[src/rtl/inject_ni_buf.sv]
// Injection buffer between a stream generator and a router local port.
// Show-ahead FIFO with overflow drop counting and an IDLE/RUN/DRAIN/DONE run controller.
module inject_ni_buf #(
    parameter int DEPTH   = 8,
    parameter int IDLE_TO = 4
) (
    input  logic                     clk,
    input  logic                     rst,
    input  logic                     start,
    output logic                     gen_enable,
    input  logic [19:0]              in_data,
    input  logic                     in_valid,
    output logic [19:0]              flit_out,
    output logic                     flit_valid,
    input  logic                     flit_ready,
    output logic [1:0]               dest_cluster,
    output logic [1:0]               dest_local,
    output logic [$clog2(DEPTH):0]   occupancy,
    output logic [15:0]              sent_cnt,
    output logic [7:0]               drop_cnt,
    output logic                     done
);
    localparam int AW = $clog2(DEPTH);
    localparam int IW = $clog2(IDLE_TO + 1);
    localparam logic [AW:0] FULL     = (AW+1)'(DEPTH);
    localparam logic [AW:0] GEN_MAX  = (AW+1)'(DEPTH - 2);
    localparam logic [IW-1:0] IDLE_LAST = IW'(IDLE_TO - 1);

    typedef enum logic [1:0] {IDLE, RUN, DRAIN, DONE} state_t;

    logic [19:0]   mem_q [DEPTH];
    logic [AW-1:0] rd_ptr_q, wr_ptr_q;
    logic [AW:0]   occ_q;
    state_t        state_q;
    logic [IW-1:0] idle_q;
    logic [15:0]   sent_q;
    logic [7:0]    drop_q;
    logic          done_q;

    logic pop, push, drop;

    assign pop  = (occ_q != '0) && flit_ready;
    // A full FIFO still accepts a word when the head leaves in the same cycle.
    assign push = in_valid && ((occ_q != FULL) || pop);
    assign drop = in_valid && !push;

    // Enable drops one entry early so the generator's in-flight word always fits.
    assign gen_enable   = (state_q == RUN) && (occ_q <= GEN_MAX);
    assign flit_out     = mem_q[rd_ptr_q];
    assign flit_valid   = (occ_q != '0);
    assign dest_cluster = flit_out[3:2];
    assign dest_local   = flit_out[1:0];
    assign occupancy    = occ_q;
    assign sent_cnt     = sent_q;
    assign drop_cnt     = drop_q;
    assign done         = done_q;

    always_ff @(posedge clk) begin
        if (push && !rst) mem_q[wr_ptr_q] <= in_data;
    end

    always_ff @(posedge clk) begin
        if (rst) begin
            rd_ptr_q <= '0;
            wr_ptr_q <= '0;
            occ_q    <= '0;
            sent_q   <= '0;
            drop_q   <= '0;
        end else begin
            if (push) wr_ptr_q <= wr_ptr_q + AW'(1);
            if (pop) begin
                rd_ptr_q <= rd_ptr_q + AW'(1);
                sent_q   <= sent_q + 16'd1;
            end
            case ({push, pop})
                2'b10:   occ_q <= occ_q + (AW+1)'(1);
                2'b01:   occ_q <= occ_q - (AW+1)'(1);
                default: occ_q <= occ_q;
            endcase
            if (drop && drop_q != 8'hFF) drop_q <= drop_q + 8'd1;
        end
    end

    always_ff @(posedge clk) begin
        if (rst) begin
            state_q <= IDLE;
            idle_q  <= '0;
            done_q  <= 1'b0;
        end else begin
            case (state_q)
                IDLE: if (start) begin
                    state_q <= RUN;
                    idle_q  <= '0;
                end
                RUN: begin
                    // Stalled cycles (gen_enable low) leave the idle count untouched.
                    if (in_valid) idle_q <= '0;
                    else if (gen_enable) begin
                        idle_q <= idle_q + IW'(1);
                        if (idle_q == IDLE_LAST) state_q <= DRAIN;
                    end
                end
                DRAIN: if (occ_q == '0) begin
                    state_q <= DONE;
                    done_q  <= 1'b1;
                end
                default: begin
                    state_q <= DONE;
                    done_q  <= 1'b1;
                end
            endcase
        end
    end
endmodule

[config.mk]
export PLATFORM = sky130hd
export DESIGN_NAME = inject_ni_buf
export DESIGN_NICKNAME = d
export VERILOG_FILES = /design/src/rtl/inject_ni_buf.sv
export SDC_FILE = /design/constraint.sdc
export NUM_CORES = 1
export LEC_CHECK = 0
export BUFFER_PORTS_ARGS = -buffer_cell sky130_fd_sc_hd__buf_2
export CORE_UTILIZATION = 52
export CTS_BUF_LIST = sky130_fd_sc_hd__clkbuf_8
export DETAILED_ROUTE_END_ITERATION = 6
export HOLD_SLACK_MARGIN = 0.06
export PLACE_DENSITY = 0.73
export SYNTH_ARGS = -nofsm -noshare
export SYNTH_HDL_FRONTEND = slang
export SYNTH_SLANG_ARGS = --single-unit
export TNS_END_PERCENT = 10
[constraint.sdc]
create_clock -name clk -period 9.2 [get_ports clk]
set_input_delay 0.46 -clock clk [delete_from_list [all_inputs] [get_ports clk]]
set_output_delay 0.46 -clock clk [all_outputs]
set_load 0.05 [all_outputs]
==> results.yml, run 1 <==
routing:
  dr_total_vias: 4629
  drc: 0
  drt-total-wl_um: 15300
  via_per_inst: 5.60
  first_pass_iters: 5
  drt_iter0_drc: 301
  avgRoutedWirePerCell_um: 18.5
  antenna_left: 0
power:
  pwr-share-comb_pct: 26.1
  clockPowerShare_pct: 29.5
  seqPwrFrac_pct: 44.4
  netSwitchingFraction_pct: 32.3
  power_per_cell_area_nw_per_um2: 260
  total_power_w: 0.00246
  ir_drop_mv: 0.214
  p_leak_nw: 3.27
  power_switching_w: 0.000794
  p_int_w: 0.00166
placement:
  post-place-cells: 768
  dpl.hpwl_um: 9470
  port-buffer-count: 79
  gp_congestion: 0.775
synth:
  async_reset_ff_share_pct: 0
  synth_top_area_share_pct: 58.7
  syn_area_per_cell_um2: 16.5
  synthMuxAreaShare_pct: 15.0
  synth_area_leaders: "edfxtp_1 59%, mux4_2 11%, dfxtp_1 11%"
  ys_types: 44
  synthFlopType: "edfxtp_1"
  synth-compound-area-share_pct: 3.56
  synth_most_common_cell: "edfxtp_1"
  synth_top_family_by_area: "multiplexers"
  synthTopCellsByCount: "160 x edfxtp_1, 43 x dfxtp_1, 40 x mux4_2"
  synth-adder-area-share_pct: 1.47
  syn_area_um2: 8180
  syn_inst: 495
  synth_top_area_cell: "edfxtp_1"
  syn_nets: 529
  ys_seq_elements: 203
  synth-simple-area-share_pct: 7.20
  yosysWarnings: 0
  synth-edff-count: 160
  seq_area_frac_synth_pct: 69.2
  synth_xor_xnor_area_share_pct: 1.50
cells_and_area:
  finalNonFillerCells: 827
  drive_above_1_share_pct: 34.3
  area_growth_pct: 15.5
  nets: 627
sta:
  rsz0062_at_grt: "no"
  period_needed_ns: 3.28
  hold_slack_ns: 0.240
  max_slew_margin_pct: 29.9
  tightest_slew_ns: 1.04
  setup_viol: 0
  setup_tns_ns: 0
  period_share_pct: 35.6
  finalMaxSlewViolations: 0
  final_hold_viol_count: 0
  fin_skew_ns: 0.0120
  fmax_mhz: 305
status:
  status: "completed"
cts:
  cts_setup_buffers: 0
  insertion_delay_ns: 0.49
  clk_pin_slew_ns: 0.06
  cts_buffers: 34
  cts_hold_buffers: 0
  postCtsResizedCells: 0
  cts-root-buf: "clkbuf_8"
  cts_sinks: 203
  htreeDepth: 2
  clock_path_buffers: 3
  cts_tree: "built"
worst_setup_path:
  arrival_ns: 2.82
  critPathMaxFanout: 26
  crit_family: "multiplexers"
  crit_path_end_kind: "primary output"
  crit_path_max_incr_delay_ns: 0.67
  r2r_start: "occupancy[3]"
  reg2reg_depth: 8
  cp_slowest_cell: "dfxtp_2"
  criticalPathCategory: "reg2out"
  startpoint_type: "register"
  r2r_setup_slack_ns: 6.69
  timing.rr.end: "occupancy[3]"
  cp.required_ns: 8.74
  cp_cell_sequence: "buf_4 > mux4_2 > mux2_2 > buf_2"
  worstPathBufferInverterCount: 2
min_path:
  min_path_type: "in2reg"
  whs_endpoint: "mem_q[1][6]"
  hold_depth: 1
  min-delay-start: "in_data[6]"
die:
  die_area_um2: 16200
  start_util_pct: 53.6
  dieWidth_um: 127
  rows: 45
  core_area_um2: 15300
  ios: 80
  die_y_um: 127
global_routing:
  grt_usage_pct: 19.9
  grt_pass1_vias: 4615
  grt_pass1_wl_um: 24500
  antenna_found_initial: 1
  overflow: 0
  grt_start_max_net_pins: 51
job:
  cap_violations: 0
-- cell families after synthesis --
logic type / count (synthesis)
DFF: 203
and+or+nand+nor: 117
muxes: 69
AOI/OAI and AO/OA: 44
buffers and inverters: 39
xor gates and xnor gates: 14
adders and majority gates: 9
-- layout by cell type (no fill, tap or decap), types with 5 or more instances in the layout --
cell      netlist  final
mux2_2         26     26
and3_1          6      6
inv_1          12     19
o21ai_0         7      7
edfxtp_1      160    160
nand3_1         7      7
xnor2_1         7      7
xor2_1          7      7
nand4_1        14     14
clkbuf_8        0     37
buf_4           4     10
nor2_1         37     37
nand2_1        22     22
dfxtp_1        43     41
buf_2           2     79
ha_1            8      8
mux4_2         40     40
a21oi_1        14     14
clkinv_1        0      8
or4_1           5      5
-- flip-flops by register name, summed over array words and instances (netlist names), named ones only --
register / cells
done: 1
mem_q: 160
wr_ptr_q: 3
sent_cnt: 16
state_q: 2
occupancy: 4
rd_ptr_q: 3
drop_cnt: 8
idle_q: 3
-- worst reg2reg max path, cell delays in order, from the launching register on --
cell      delay [ns]
dfxtp_1         0.42
o41a_1          0.68
nand2_1         0.20
inv_1           0.09
ha_1            0.33
nand3_1         0.10
and4b_1         0.20
a311oi_1        0.24
nand4_1         0.12
-- power groups by stage --
stage               Sequential [W]  Clock, W  Combinational (W)
floorplan                  0.00110         0           0.000533
global placement           0.00111         0           0.000639
detailed placement         0.00111         0           0.000646
CTS                        0.00109  0.000746           0.000649
global route               0.00110  0.000784           0.000684
finish                     0.00109  0.000724           0.000643
-- through the flow --
step | util (%) | area (µm²) | setup slack (ns)
after floorplan | - | 8180 | 5.52
after detailed placement | 57.9 | 8830 | 6.29
after global placement | 57.9 | 8830 | 6.36
after CTS | 62.0 | 9450 | 5.81
after global routing | 62.0 | 9450 | 5.69
final | 62.0 | 9460 | 5.92
-- final cells by class --
class	instances	area [µm²]
sequential	203	5670
clock buffer	37	509
timing repair buffer	89	470
tap	211	264
multi-input combinational	253	2380
fill	1097	5800
clock inverter	21	114
antenna	1	2.50
inverter	12	45.0
-- worst max-delay path by stage --
stage                       startpoint             to  cells past startpoint
after floorplan           occupancy[0]    mem_q[2][0]                      5
after global placement        register   flit_out[14]                      4
after detailed placement           rst    mem_q[7][9]                      5
after CTS                     register    flit_out[1]                      4
after global routing          register  dest_local[1]                      4
final                         register    flit_out[1]                      4
-- routing by layer --
layer	up-vias	share of wire, %	global-route usage, %
met1	2293	42	25.7
met3	21	5.7	4.10
met4	0	1.3	6.37
li1	2155	-	-
met5	-	0	0
met2	160	51	33.8
Note: power is estimated with default switching activity, not from simulation.
==> run 2, diff against run 1 <==
Settings changed: PLACE_DENSITY 0.73 to 0.76.
Clock period 9.2 ns to 2.7 ns, I/O delays scaled along.
==> results.yml, run 2 (synthesis gave the netlist of run 1 again) <==
global_routing:
  grt_pass1_vias: 4760
  antenna_found_initial: 0
  grt_usage_pct: 19.3
  grt_start_max_net_pins: 41
  grt_pass1_wl_um: 24100
  overflow: 0
worst_setup_path:
  cp_cell_sequence: "clkbuf_16 > mux4_2 > mux2_2 > buf_2"
  criticalPathCategory: "reg2out"
  r2r_setup_slack_ns: 0.37
  startpoint_type: "register"
  reg2reg_depth: 8
  cp_slowest_cell: "dfxtp_2"
  arrival_ns: 2.40
  cp.required_ns: 2.57
  critPathMaxFanout: 17
  crit_path_end_kind: "primary output"
  crit_path_max_incr_delay_ns: 0.55
  r2r_start: "occupancy[3]"
  timing.rr.end: "occupancy[3]"
sta:
  fmax_mhz: 394
  setup_viol: 0
  period_needed_ns: 2.54
  finalMaxSlewViolations: 0
  tightest_slew_ns: 1.08
  max_slew_margin_pct: 28.2
  period_share_pct: 94.1
  final_hold_viol_count: 0
  fin_skew_ns: 0.0120
  worst_slack_ns: 0.160
  rsz0062_at_grt: "no"
placement:
  port-buffer-count: 79
  gp_congestion: 0.873
  dpl_cell_area_um2: 8900
  dpl.hpwl_um: 9280
  post-place-ws_ns: 0.388
cells_and_area:
  drive_above_1_share_pct: 32.6
  register_area_um2: 5670
  post-route-util_pct: 63.7
  regMostFlops: "mem_q"
  n_antenna_cell: 0
  multi_input_area_um2: 2420
  largest_register_ff_count: 160
  area_growth_pct: 18.8
  fillers: 1114
  final_area_um2: 9720
  final_common_cell: "edfxtp_1"
  final_cell_mix: "160 x edfxtp_1, 79 x buf_2, 41 x dfxtp_1"
  nets: 651
power:
  total_power_w: 0.00831
  p_leak_nw: 3.39
  p_int_w: 0.00557
  pwr-share-comb_pct: 29.0
  power_switching_w: 0.00274
  seqPwrFrac_pct: 44.0
  ir_drop_mv: 0.388
  clockPowerShare_pct: 27.0
  netSwitchingFraction_pct: 32.9
  power_per_cell_area_nw_per_um2: 855
min_path:
  whs_endpoint: "state_q[0]"
  hold_depth: 4
  min_path_type: "in2reg"
  min-delay-start: "start"
cts:
  insertion_delay_ns: 0.54
  clk_pin_slew_ns: 0.06
  cts_tree: "built"
  htreeDepth: 1
  clock_path_buffers: 3
  postCtsResizedCells: 0
  cts_sinks: 203
  cts-root-buf: "clkbuf_8"
  cts_buffers: 31
  cts_setup_buffers: 0
die:
  dieWidth_um: 127
  rows: 45
  die_y_um: 127
  start_util_pct: 53.6
  die_area_um2: 16200
  core_area_um2: 15300
  ios: 80
routing:
  drt_iter0_drc: 258
  first_pass_iters: 5
  via_per_inst: 5.59
  drc: 0
  avgRoutedWirePerCell_um: 18.1
  dr_total_vias: 4766
  antenna_left: 0
  drt-total-wl_um: 15400
job:
  cap_violations: 0
status:
  status: "completed"
## run 2: cell types whose count changed in the layout (fill, tap and decap cells not counted), sizes merged
cell         delta
dlygate4sd3    +23
inv             +7
buf             +3
clkinv          -3
clkbuf          -2
bufinv          -1
clkinvlp        -1
diode           -1
## run 2: per-layer routing
layer	wire, µm	track usage (%)
met1	6550	25.0
met2	7840	33.6
met3	816	2.85
met4	234	6.16
met5	0	0
## run 2: worst max-delay path: cells and delay by family, from the launching register on
kind	cells	cell delay [ns]
buffers and inverters	2	0.51
multiplexers	2	0.80
flip-flops	1	0.55
## run 2: how the worst max path moves through the flow
stage	startpoint	cells after the start	end	slack, ns
global placement	occupancy[0]	4	mem_q[0][5]	0.50
floorplan	occupancy[0]	5	mem_q[6][0]	-0.43
finish	register	4	flit_out[16]	0.16
CTS	register	4	flit_out[12]	0.05
global route	register	4	flit_out[2]	0.04
detailed placement	occupancy[0]	4	mem_q[1][5]	0.39
## run 2: stage by stage
step | cells | setup TNS [ns] | hold WS, ns
after floorplan | 495 | -25.09 | 0.234
after global placement | 771 | 0 | 0.400
after detailed placement | 771 | 0 | 0.409
after CTS | 851 | 0 | 0.0832
after global routing | 852 | 0 | 0.106
final | 852 | 0 | 0.104
## run 2: power groups by stage
stage | sequential [W] | clock, W | combinational [W]
6_report | 0.00366 | 0.00224 | 0.00241
5_1_grt | 0.00367 | 0.00244 | 0.00257
4_1_cts | 0.00365 | 0.00229 | 0.00240
3_5_place_dp | 0.00371 | 0 | 0.00236
3_3_place_gp | 0.00370 | 0 | 0.00232
2_1_floorplan | 0.00376 | 0 | 0.00182
## run 2: cell type report
cell class                 count  share of cell area (%)
sequential                   203                    58.3
multi-input combinational    253                    24.9
timing repair buffer         116                    7.83
clock buffer                  34                    4.81
tap                          211                    2.72
clock inverter                23                   0.991
inverter                      12                   0.463
## run 2: timing repair
action	CTS	global route
setup endpoints to repair	0	9
endpoints found under the hold margin	166	0
hold buffers	23	0
==> run 3, diff against run 2 <==
Settings changed: BUFFER_PORTS_ARGS -buffer_cell sky130_fd_sc_hd__buf_2 to not set, DONT_BUFFER_PORTS set to 1, PLACE_DENSITY 0.76 to 0.72.
==> results.yml, run 3 (synthesis gave the netlist of run 1 again) <==
worst_setup_path:
  cp_cell_sequence: "buf_12 > mux4_2 > mux2_2"
  worstPathBufferInverterCount: 1
  r2r_setup_slack_ns: 0.54
  cp.required_ns: 2.57
  r2r_start: "occupancy[0]"
  reg2reg_depth: 4
  crit_path_end_kind: "primary output"
  critPathMaxFanout: 40
  startpoint_type: "register"
  crit_family: "multiplexers"
  timing.rr.end: "drop_cnt[4]"
  criticalPathCategory: "reg2out"
  cp_slowest_cell: "mux4_2"
  crit_path_max_incr_delay_ns: 0.55
  arrival_ns: 2.25
cells_and_area:
  largest_register_ff_count: 160
  final_common_cell: "edfxtp_1"
  nets: 593
  finalNonFillerCells: 790
  area_growth_pct: 15.5
  regMostFlops: "mem_q"
  n_antenna_cell: 0
  final_cell_mix: "160 x edfxtp_1, 42 x dfxtp_1, 40 x mux4_2"
  drive_above_1_share_pct: 24.7
min_path:
  min_path_type: "in2reg"
  whs_endpoint: "mem_q[1][11]"
  min-delay-start: "rst"
  hold_depth: 3
die:
  die_area_um2: 16200
  die_y_um: 127
  rows: 45
  dieWidth_um: 127
  ios: 80
  start_util_pct: 53.6
  core_area_um2: 15300
cts:
  clock_path_buffers: 3
  cts-root-buf: "clkbuf_8"
  cts_sinks: 203
  cts_tree: "built"
  postCtsResizedCells: 0
  clk_pin_slew_ns: 0.06
  cts_setup_buffers: 0
  htreeDepth: 1
  cts_buffers: 31
  insertion_delay_ns: 0.54
sta:
  setup_viol: 0
  final_hold_viol_count: 0
  tightest_slew_ns: 0.698
  finalMaxSlewViolations: 0
  rsz0062_at_grt: "no"
  period_share_pct: 88.4
  fmax_mhz: 419
  period_needed_ns: 2.39
  max_slew_margin_pct: 53.3
  fin_skew_ns: 0.0117
routing:
  drc: 0
  first_pass_iters: 5
  drt-total-wl_um: 15300
  antenna_left: 0
  drt_iter0_drc: 256
  avgRoutedWirePerCell_um: 19.4
  via_per_inst: 5.80
  dr_total_vias: 4580
global_routing:
  overflow: 0
  antenna_found_initial: 0
  grt_usage_pct: 19.8
  grt_pass1_wl_um: 24500
  grt_start_max_net_pins: 50
  grt_pass1_vias: 4832
placement:
  dpl.hpwl_um: 8780
  port-buffer-count: 0
  gp_congestion: 0.795
  post-place-cells: 710
power:
  p_leak_nw: 3.13
  total_power_w: 0.00803
  ir_drop_mv: 0.594
  power_per_cell_area_nw_per_um2: 850
status:
  status: "completed"
job:
  cap_violations: 0
[run 3: cell count changes in the layout (fill, tap and decap cells not counted), moves of 3 or more]
cell / delta
buf_4: +17
buf_2: -79
dlygate4sd3_1: +3
clkbuf_8: -3
inv_1: +3
[run 3: where the power goes]
| part | switching, W | total [W] | internal (W) |
|---|---|---|---|
| sequential | 0.0000743 | 0.00357 | 0.00350 |
| clock | 0.00106 | 0.00211 | 0.00105 |
| combinational | 0.00151 | 0.00235 | 0.000843 |
| total | 0.00264 | 0.00803 | 0.00539 |
[run 3: layer usage]
metal / vias up / wire, µm / GRT usage, %
met3: 27 / 1160 / 4.73
met5: - / 0 / 0
met4: 0 / 289 / 7.07
met2: 170 / 7800 / 34.1
met1: 2299 / 6050 / 24.4
li1: 2084 / - / -
[run 3: worst max-delay path by stage]
stage | start | to | slack, ns | depth (start not counted)
2_1_floorplan | occupancy[0] | mem_q[6][0] | -0.43 | 5
3_3_place_gp | occupancy[0] | drop_cnt[3] | 0.67 | 4
3_5_place_dp | occupancy[0] | mem_q[7][0] | 0.63 | 4
4_1_cts | register | dest_local[1] | 0.24 | 3
5_1_grt | register | flit_out[3] | 0.18 | 3
6_report | register | dest_local[1] | 0.31 | 3
[run 3: area by class of cell]
| type | instances | area [µm²] |
|---|---|---|
| fill | 1105 | 5810 |
| sequential | 203 | 5670 |
| multi-input combinational | 253 | 2420 |
| timing repair buffer | 58 | 538 |
| clock buffer | 31 | 427 |
| tap | 211 | 264 |
| clock inverter | 22 | 86.3 |
| inverter | 12 | 45.0 |
[run 3: timing repair]
item                                    CTS  global route
hold endpoints to repair                243             0
endpoints found under the setup margin    0             0
hold buffers                             27             0
[run 3: per-stage QoR]
step	setup TNS [ns]	setup slack, ns	hold WS (ns)	instance area, µm²	util [%]
2_1_floorplan	-25.09	-0.427	0.234	8220	-
3_3_place_gp	0	0.675	0.208	8660	56.7
3_5_place_dp	0	0.625	0.209	8660	56.7
4_1_cts	0	0.239	0.221	9450	61.9
5_1_grt	0	0.181	0.230	9450	61.9
6_report	0	0.313	0.248	9450	61.9
[run 3: worst register-to-register path, delay by kind of cell, from the launching register on]
family,cells,cell delay [ns]
simple gates,3,1.58
flops,1,0.34
compound gates,1,0.18
